[config.mk]
export PLATFORM = sky130hd
export DESIGN_NAME = upsizer_ctrl
export DESIGN_NICKNAME = d
export VERILOG_FILES = /design/src/rtl/upsizer_pkg.sv /design/src/rtl/upsizer_beat_cnt.sv /design/src/rtl/upsizer_ctrl.sv
export SDC_FILE = /design/constraint.sdc
export NUM_CORES = 1
export LEC_CHECK = 0
export CAP_MARGIN = 10
export CORE_MARGIN = 2
export CORE_UTILIZATION = 40
export DETAILED_ROUTE_END_ITERATION = 10
export PLACE_DENSITY = 0.72
export SLEW_MARGIN = 10
export SYNTH_ARGS = -nofsm -noshare
export SYNTH_HDL_FRONTEND = slang
export SYNTH_SLANG_ARGS = --single-unit
[constraint.sdc]
create_clock -name clock -period 1.8 [get_ports clock]
set_clock_uncertainty 0.15 [all_clocks]
set_input_delay 0.36 -clock clock [delete_from_list [all_inputs] [get_ports clock]]
set_output_delay 0.36 -clock clock [all_outputs]
set_load 0.02 [all_outputs]
[src/rtl/upsizer_pkg.sv]
// Shared types, width defaults and helpers for the upsizer_ctrl width upsizer.
package upsizer_pkg;

  localparam int DEF_S_DATA_WIDTH = 8;
  localparam int DEF_M_DATA_WIDTH = 32;

  typedef enum logic {
    ST_FILL = 1'b0,
    ST_FULL = 1'b1
  } state_e;

  // Ceiling log2; returns 0 for values <= 1.
  function automatic int clog2(input int value);
    int res;
    int v;
    res = 0;
    v   = value - 1;
    while (v > 0) begin
      res = res + 1;
      v   = v >> 1;
    end
    return res;
  endfunction

endpackage

[src/rtl/upsizer_beat_cnt.sv]
// Lane index counter for the upsizer: counts accepted beats within one word
// and saturates at RATIO-1. clr has priority over inc so a closing beat
// leaves the counter at lane 0 for the next word.
module upsizer_beat_cnt
  import upsizer_pkg::*;
#(
  parameter int RATIO = 4,
  parameter int CNT_W = 2
) (
  input  logic             clock,
  input  logic             reset,
  input  logic             inc,
  input  logic             clr,
  output logic [CNT_W-1:0] cnt,
  output logic             at_max
);

  localparam logic [CNT_W-1:0] CNT_MAX = CNT_W'(RATIO - 1);

  logic [CNT_W-1:0] cnt_q;
  logic [CNT_W-1:0] cnt_d;

  // Next count: clear wins, otherwise step while below the last lane.
  always_comb begin
    cnt_d = cnt_q;
    if (clr) begin
      cnt_d = '0;
    end else if (inc && (cnt_q != CNT_MAX)) begin
      cnt_d = cnt_q + 1'b1;
    end
  end

  // Count register with synchronous reset.
  always_ff @(posedge clock) begin
    if (reset) begin
      cnt_q <= '0;
    end else begin
      cnt_q <= cnt_d;
    end
  end

  assign cnt    = cnt_q;
  assign at_max = (cnt_q == CNT_MAX);

endmodule

[src/rtl/upsizer_ctrl.sv]
// Width upsizer: packs RATIO narrow slave beats into one wide master word,
// beat k landing in lane k (lane 0 = MSBs). Owns valid/ready on both sides.
// Optional feature macro: UPSIZER_LAST_EN adds s_last/m_keep/m_last and lets
// a beat flagged s_last close a word early with unwritten lanes zeroed.
module upsizer_ctrl
  import upsizer_pkg::*;
#(
  parameter int S_DATA_WIDTH = DEF_S_DATA_WIDTH,
  parameter int M_DATA_WIDTH = DEF_M_DATA_WIDTH,
  localparam int RATIO = M_DATA_WIDTH / S_DATA_WIDTH,
  localparam int CNT_W = (clog2(RATIO) < 1) ? 1 : clog2(RATIO)
) (
  input  logic                    clock,
  input  logic                    reset,
  input  logic                    s_val,
  output logic                    s_rdy,
  input  logic [S_DATA_WIDTH-1:0] s_data,
  output logic                    m_val,
  input  logic                    m_rdy,
  output logic [M_DATA_WIDTH-1:0] m_data
`ifdef UPSIZER_LAST_EN
  ,
  input  logic                    s_last,
  output logic [RATIO-1:0]        m_keep,
  output logic                    m_last
`endif
);

  state_e                  state_q, state_d;
  logic                    m_val_q;
  logic [M_DATA_WIDTH-1:0] data_q, data_d;
  logic [RATIO-1:0]        keep_q, keep_d;
  logic                    last_q, last_d;
  logic [CNT_W-1:0]        cnt;
  logic                    at_max;
  logic                    accept;
  logic                    close;
  logic                    last_beat;

`ifdef UPSIZER_LAST_EN
  assign last_beat = s_last;
`else
  assign last_beat = 1'b0;
`endif

  // A word closes on its final lane, or early on a flagged last beat.
  assign accept = s_val && s_rdy;
  assign close  = accept && (at_max || last_beat);

  upsizer_beat_cnt #(
    .RATIO (RATIO),
    .CNT_W (CNT_W)
  ) u_beat_cnt (
    .clock  (clock),
    .reset  (reset),
    .inc    (accept),
    .clr    (close),
    .cnt    (cnt),
    .at_max (at_max)
  );

  // State register plus the registered master-side outputs.
  always_ff @(posedge clock) begin
    if (reset) begin
      state_q <= ST_FILL;
      m_val_q <= 1'b0;
      data_q  <= '0;
      keep_q  <= '0;
      last_q  <= 1'b0;
    end else begin
      state_q <= state_d;
      m_val_q <= (state_d == ST_FULL);
      data_q  <= data_d;
      keep_q  <= keep_d;
      last_q  <= last_d;
    end
  end

  // Next state. In FULL an accepted beat means the word was consumed in the
  // same cycle, so FULL->FULL only happens for a single-beat early close.
  always_comb begin
    state_d = state_q;
    unique case (state_q)
      ST_FILL: if (close) state_d = ST_FULL;
      ST_FULL: if (m_rdy) state_d = close ? ST_FULL : ST_FILL;
      default: state_d = ST_FILL;
    endcase
  end

  // Slave ready: always open while filling, follows the consumer when full.
  always_comb begin
    s_rdy = 1'b0;
    if (!reset) begin
      s_rdy = (state_q == ST_FILL) || m_rdy;
    end
  end

  // Lane write for an accepted beat; lanes are frozen while waiting on m_rdy.
  always_comb begin
    data_d = data_q;
    keep_d = keep_q;
    last_d = last_q;
    if (accept) begin
`ifdef UPSIZER_LAST_EN
      if (cnt == '0) begin
        data_d = '0;
        keep_d = '0;
      end
`endif
      for (int k = 0; k < RATIO; k++) begin
        if (cnt == CNT_W'(k)) begin
          data_d[M_DATA_WIDTH-1-k*S_DATA_WIDTH -: S_DATA_WIDTH] = s_data;
          keep_d[RATIO-1-k] = 1'b1;
        end
      end
      last_d = last_beat;
    end
  end

  assign m_val  = m_val_q;
  assign m_data = data_q;

`ifdef UPSIZER_LAST_EN
  assign m_keep = keep_q;
  assign m_last = last_q;
`else
  logic unused_keep;
  assign unused_keep = ^{keep_q, last_q};
`endif

endmodule

### Word level (Yosys, flattened, before mapping)

Index checks and enable logic that the tools add are counted.

* add/subtract/negate cells: 1
* equality and inequality tests: 4
* mux-type cells: 4
* bitwise operators: 1
* reductions and logical operators: 10

Operators by type and width (number)
* 2-bit AND reduction: 4
* 2-bit equality test, second input constant: 2
* 1-bit logical AND: 3
* 1-bit two-way mux: 3
* 2-bit by 1-bit adder with 2-bit output, second input constant: 1
* 2-bit by 1-bit equality test with 1-bit output, second input constant: 1
* 2-bit zero test: 1
* 2-bit != test, second input constant: 1
* 1-bit one-hot mux with 2 select lines: 1
* 2-bit OR reduction: 1
* 1-bit logical OR: 1
* 1-bit inverter: 1

* register bits: 35
* input bits: 12
* output and inout bits: 34
* logic and storage cells: 26

### Longest topological paths before layout

Gate-level depths: netlist of run 1.

* word-level depth: 8
* gate-level depth with buffers: 5
* mapped depth without buffers: 4

### By module

Synthesis of run 1 repeated with hierarchy kept, for this count alone.

* cells, all modules: 170
* area, all modules: 1710.4 um2

Modules (own cells, without submodules)
* upsizer_ctrl: times used 1, cells an instance 162, area each 1605.3 um2, sequential area each 660.6 um2
* upsizer_beat_cnt: times used 1, cells an instance 8, area each 105.1 um2, sequential area each 40.0 um2

### Worst setup path after synthesis of run 1

OpenSTA, ideal clock, no wires.

* path type: register -> output
* from: reg, netlist name m_val
* to: out s_rdy
* arrival time: 0.992 ns
* required time: 1.290 ns
* setup slack: 0.298 ns
* stages on the path, launching flop included: 4
* buffers on the path: 1
* path through: dfxtp_1 nor2b_1 buf_2 nor2_1

RTL lines
* to (decl): line upsizer_ctrl.sv:16 `output logic s_rdy,`

### Worst setup path in the final report of run 1

* from: in m_rdy
* to: out s_rdy

* longest elaborated chain between the ends: 2

RTL lines
* from (decl): line upsizer_ctrl.sv:19 `input logic m_rdy,`
* 1-bit logical OR: line upsizer_ctrl.sv:94 `s_rdy = (state_q == ST_FILL) || m_rdy;`
* 1-bit two-way mux: line upsizer_ctrl.sv:93 `if (!reset) begin`

No other way between the ends.

==> impl_metrics.env, run 1 <==
export IMPL_crit_path_max_fanout=2
export IMPL_viasPerCell=4.84
export IMPL_finalHoldViolations=0
export IMPL_dp_slack_ns=-0.337
export IMPL_p_int_mw=1.19
export IMPL_synth_area_um2=1490
export IMPL_grt_max_degree=44
export IMPL_die_h_um=65.1
export IMPL_synth_cell_types=21
export IMPL_seqPwrFrac_pct=51.5
export IMPL_numCtsBuffers=5
export IMPL_hold_path_depth=2
export IMPL_ys_seq_area_share_pct=46.9
export IMPL_switching_share_pct=25.4
export IMPL_dr_first_iter_drc_count=50
export IMPL_ir_worst_vdd_uv=411
export IMPL_drive_gt1_share_pct=9.18
export IMPL_start_util_pct=41.1
export IMPL_yosysTopAreaCellShare_pct=46.9
export IMPL_core_rowCount=22
export IMPL_slew_violations=0
export IMPL_dpl_cell_area_um2=1980
export IMPL_wl_per_cell_um=13.9
export IMPL_synth_edf_count=0
export IMPL_die_area_um2=4240
export IMPL_port_buffers=45
export IMPL_crit_path_end_kind="primary output"
export IMPL_setup_viol=0
export IMPL_diodes=0
export IMPL_path_clk_slew_ns=0.07
export IMPL_fmax_ghz=0.565
export IMPL_slew_headroom_pct=78.2
export IMPL_worst_slew_pin_slew_ns=0.327
export IMPL_postSynthAreaPerCell_um2=10.1
export IMPL_post_cts_repair_setup_buffers=0
export IMPL_num_io_pins=46
export IMPL_synthCells=148
export IMPL_routed_wl_mm=3.39
export IMPL_fin_ws_ns=0.0287
export IMPL_ys_top_cells_by_count="dfxtp_1, nand2b_1, mux2i_1"
export IMPL_grt_pass1_vias=1249
export IMPL_root_buffer="clkbuf_8"
export IMPL_cts_tree="yes"
export IMPL_yosys_warnings=0
export IMPL_post_route_min_period_ns=1.77
export IMPL_syn_nets=164
export IMPL_yosysMostFrequentCell="dfxtp_1"
export IMPL_synthFlopType="dfxtp_1"
export IMPL_fin_area_um2=2070
export IMPL_clkSinkCount=35
export IMPL_die_x_um=65.1
export IMPL_synth_seq_cells=35
export IMPL_gr_total_overflow=0
export IMPL_setup_tns_final_ns=0
export IMPL_period_share_pct=98.4
export IMPL_instances_no_fill=244
export IMPL_htree_levels=2
export IMPL_fin_nets=211
export IMPL_r2r_cells=3
export IMPL_arrival_ns=1.26
export IMPL_antenna_found_initial=0
export IMPL_power_total_mw=1.59
export IMPL_worstPathRequired_ns=1.29
export IMPL_ant_nets=0
export IMPL_total_leakage_power_nw=0.876
export IMPL_vias=1181
export IMPL_drc_errors=0
export IMPL_grt_pass1_wl_mm=5.66
export IMPL_cellPowerDensity_nw_per_um2=769
export IMPL_clock_latency_ns=0.28
export IMPL_hold_class="flip-flop to flip-flop"
export IMPL_synth_area_leaders="dfxtp_1, mux2i_1, nand2b_1"
export IMPL_hpwl_mm=2.45
export IMPL_worst_r2r_setup_slack_ns=0.38
export IMPL_dp_cells=236
export IMPL_maxCapViolations=0
export IMPL_synthArstFlopShare_pct=0
export IMPL_p_sw_uw=405
export IMPL_clk_path_buf_depth=2
export IMPL_pwr_share_comb_pct=14.2
export IMPL_drt_first_pass_iters=4
export IMPL_cp_start_kind="primary input"
export IMPL_fp_coreArea_um2=3630
export IMPL_synth_top_area_cell="dfxtp_1"
export IMPL_status="finished clean"
export IMPL_synthToLayoutAreaGrowth_pct=38.9
export IMPL_grt_total_usage_pct=17.8
export IMPL_crit_type="primary input to primary output"
export IMPL_rsz0062_at_grt="false"
export IMPL_fill_cells=330
export IMPL_gp_congestion=0.782
export IMPL_clock_power_share_pct=34.2
## layer usage
metal / GRT usage [%] / wire [um] / vias to the layer above
met1: 20.7 / 1500 / 562
met3: 4.97 / 143 / 4
met5: 0 / 0 / -
li1: - / - / 584
met2: 30.2 / 1700 / 31
met4: 8.85 / 53 / 0
## critical path, cell delays in order
cell	delay (ns)
clkdlybuf4s50_1	0.50
nor2b_2	0.06
nor2_1	0.08
clkdlybuf4s15_2	0.26
## repair_timing
item	4_1_cts	5_1_grt
cloned	0	0
hold buffers	0	0
resized for setup	5	2
endpoints found under the setup margin	2	2
## logic make-up (layout without fill, tap and decap cells)
group                    after synthesis  after routing  share of synthesized area, %
adder cells (fa/ha/maj)                4              4                          3.35
flip-flops                            35             35                          46.9
multiplexers                          24             24                          16.1
AND/OR/NAND/NOR                       52             52                          22.4
AO/OA/AOI/OAI                         21             21                          7.04
buffers and inverters                 12             60                          4.27
## through the flow
stage	hold WS (ns)	utilization [%]
detailed placement	0.321	54.5
finish	0.326	57.1
global route	0.356	57.1
CTS	0.333	57.0
floorplan	0.333	-
global placement	0.313	54.5
## area by class of cell
cell class,count,area (um^2),area share (%)
Clock buffer,6,72.6,3.50
Clock inverter,2,12.5,0.603
Inverter,3,11.3,0.543
Multi-Input combinational cell,101,732,35.3
Sequential cell,35,701,33.8
Tap cell,48,60.1,2.90
Timing Repair Buffer,49,485,23.4
## state kept, by name, indices dropped and copies added, names as in the netlist
name,cells
m_data,32
m_val,1
u_beat_cnt.cnt,2
## power by group through the flow
stage / Combinational (mW) / Sequential, mW / Clock, mW
after floorplan: 0.0973 / 0.869 / 0
after global placement: 0.223 / 0.838 / 0
after detailed placement: 0.229 / 0.839 / 0
after CTS: 0.230 / 0.822 / 0.564
after global routing: 0.244 / 0.825 / 0.605
final: 0.227 / 0.822 / 0.546
## worst paths after layout
path                                          end              start
worst min register to register          m_data[8]          m_data[8]
worst min-delay path                    m_data[8]          m_data[8]
worst max register to register  u_beat_cnt.cnt[0]  u_beat_cnt.cnt[0]
worst max-delay path                        s_rdy              m_rdy
## placed cells by master (no fill, tap or decap)
cell,n
nor2b_1,8
inv_2,1
clkbuf_1,1
nand4b_1,1
clkbuf_8,5
and3_2,2
nor2b_2,1
o21ai_0,18
nand2b_4,1
a21oi_1,3
dfxtp_1,35
nor2_1,1
clkinvlp_4,1
clkdlybuf4s15_2,1
nand2b_1,32
clkdlybuf4s50_1,41
nand3_2,1
buf_4,4
inv_1,2
ha_1,4
dlymetal6s2s_1,2
mux2i_1,24
nand2_1,1
nand3_1,3
or4_1,1
dlygate4sd2_1,1
clkinv_2,1
Note: power is estimated with default switching activity, not from simulation.
==> run 2, diff against run 1 <==
- CORE_MARGIN: 2 -> not set
==> run 2 against run 1 <==
Net effect:
- hold slack got worse by 0.0028 ns
- sequential share of layout area down 0.10 points
- register-to-register slack hardly changed
==> impl_metrics.env, run 2 (synthesis gave the netlist of run 1 again) <==
export IMPL_status="finished clean"
export IMPL_instances_no_fill=242
export IMPL_core_rowCount=21
export IMPL_ir_worst_vdd_uv=505
export IMPL_antenna_found_initial=0
export IMPL_wl_per_cell_um=13.7
export IMPL_period_share_pct=97.3
export IMPL_worst_slew_pin_slew_ns=0.333
export IMPL_grt_pass1_vias=1155
export IMPL_grt_pass1_wl_mm=5.43
export IMPL_layout_common_cells="clkdlybuf4s50_1, dfxtp_1, nand2b_1"
export IMPL_drive_gt1_share_pct=9.18
export IMPL_cp_start_kind="flip-flop"
export IMPL_fmax_ghz=0.571
export IMPL_maxCapViolations=0
export IMPL_slowest_delay_ns=0.61
export IMPL_dp_slack_ns=-0.311
export IMPL_die_h_um=63.1
export IMPL_numCtsBuffers=5
export IMPL_path_buf_inv=1
export IMPL_arrival_ns=1.24
export IMPL_dp_cells=234
export IMPL_post_route_min_period_ns=1.75
export IMPL_htree_levels=2
export IMPL_routed_wl_mm=3.31
export IMPL_power_total_mw=1.66
export IMPL_ant_nets=0
export IMPL_total_leakage_power_nw=0.884
export IMPL_critical_path_slowest_cell="clkdlybuf4s50_1"
export IMPL_slew_headroom_pct=77.8
export IMPL_fp_coreArea_um2=3470
export IMPL_clock_latency_ns=0.28
export IMPL_die_x_um=63.1
export IMPL_worstPathRequired_ns=1.29
export IMPL_final_common_cell="clkdlybuf4s50_1"
export IMPL_fin_nets=211
export IMPL_hpwl_mm=2.36
export IMPL_r2r_cells=4
export IMPL_fin_area_um2=2080
export IMPL_clkSinkCount=35
export IMPL_largest_reg_flops=32
export IMPL_viasPerCell=4.83
export IMPL_start_util_pct=43.1
export IMPL_hold_class="flip-flop to flip-flop"
export IMPL_dpl_cell_area_um2=1980
export IMPL_crit_path_max_fanout=2
export IMPL_gp_congestion=0.809
export IMPL_num_io_pins=46
export IMPL_drt_first_pass_iters=4
export IMPL_setup_viol=0
export IMPL_port_buffers=45
export IMPL_root_buffer="clkbuf_8"
export IMPL_finalHoldViolations=0
export IMPL_dr_first_iter_drc_count=72
export IMPL_fin_ws_ns=0.0489
export IMPL_gr_total_overflow=0
export IMPL_hold_path_depth=2
export IMPL_vias=1169
export IMPL_grt_total_usage_pct=18.2
export IMPL_cp_cell_sequence="clkdlybuf4s50_1"
export IMPL_worst_r2r_setup_slack_ns=0.39
export IMPL_diodes=0
export IMPL_worst_path_stages=1
export IMPL_cts_tree="yes"
export IMPL_drc_errors=0
export IMPL_cellPowerDensity_nw_per_um2=796
export IMPL_crit_path_end_kind="primary output"
export IMPL_rsz0062_at_grt="false"
export IMPL_setup_tns_final_ns=0
export IMPL_slew_violations=0
export IMPL_die_area_um2=3980
export IMPL_path_delay_family="buffers and inverters"
export IMPL_path_clk_slew_ns=0.07
export IMPL_grt_max_degree=44
export IMPL_crit_type="flip-flop to primary output"
export IMPL_clk_path_buf_depth=2
export IMPL_synthToLayoutAreaGrowth_pct=39.3
==> run 2: cell count changes in the layout (fill, tap and decap cells not counted) <==
cell,change
buf_2,+1
clkbuf_8,+2
clkdlybuf4s15_2,-1
clkinv_2,-1
clkinvlp_4,-1
==> run 2: layer usage <==
metal	global-route usage, %	vias to the layer above	part of all wire (%)
li1	-	585	-
met2	30.1	39	47
met3	5.80	5	4.5
met5	0	-	0
met4	7.85	0	1.8
met1	21.4	540	46
==> run 2: final cells by class <==
type,count,area (um^2)
fillers,319,1390
multi-input cells,101,732
flip-flops and latches,35,701
repair buffers,49,479
clock buffers,8,100
well taps,46,57.6
inverters,3,11.3
==> run 2: what timing repair did <==
item	in CTS	in global routing
resized for setup	5	3
setup endpoints to repair	2	3
setup buffers	0	0
hold buffers	0	0
==> run 2: final timing paths <==
path | from | end
worst max-delay path | m_data[14] | m_data[14]
worst min-delay path | m_data[9] | m_data[9]
worst max register to register | u_beat_cnt.cnt[0] | m_data[14]
worst min register to register | m_data[9] | m_data[9]
==> run 2: report_power, final <==
group | total (mW) | switching [mW] | internal (mW)
Combinational | 0.227 | 0.112 | 0.114
Sequential | 0.822 | 0.0181 | 0.804
Clock | 0.607 | 0.259 | 0.349
Total | 1.66 | 0.389 | 1.27
==> run 2: through the flow <==
step / util [%] / hold WS, ns
global placement: 57.1 / 0.313
CTS: 60.0 / 0.327
floorplan: - / 0.333
finish: 60.0 / 0.323
global route: 60.0 / 0.348
detailed placement: 57.1 / 0.311
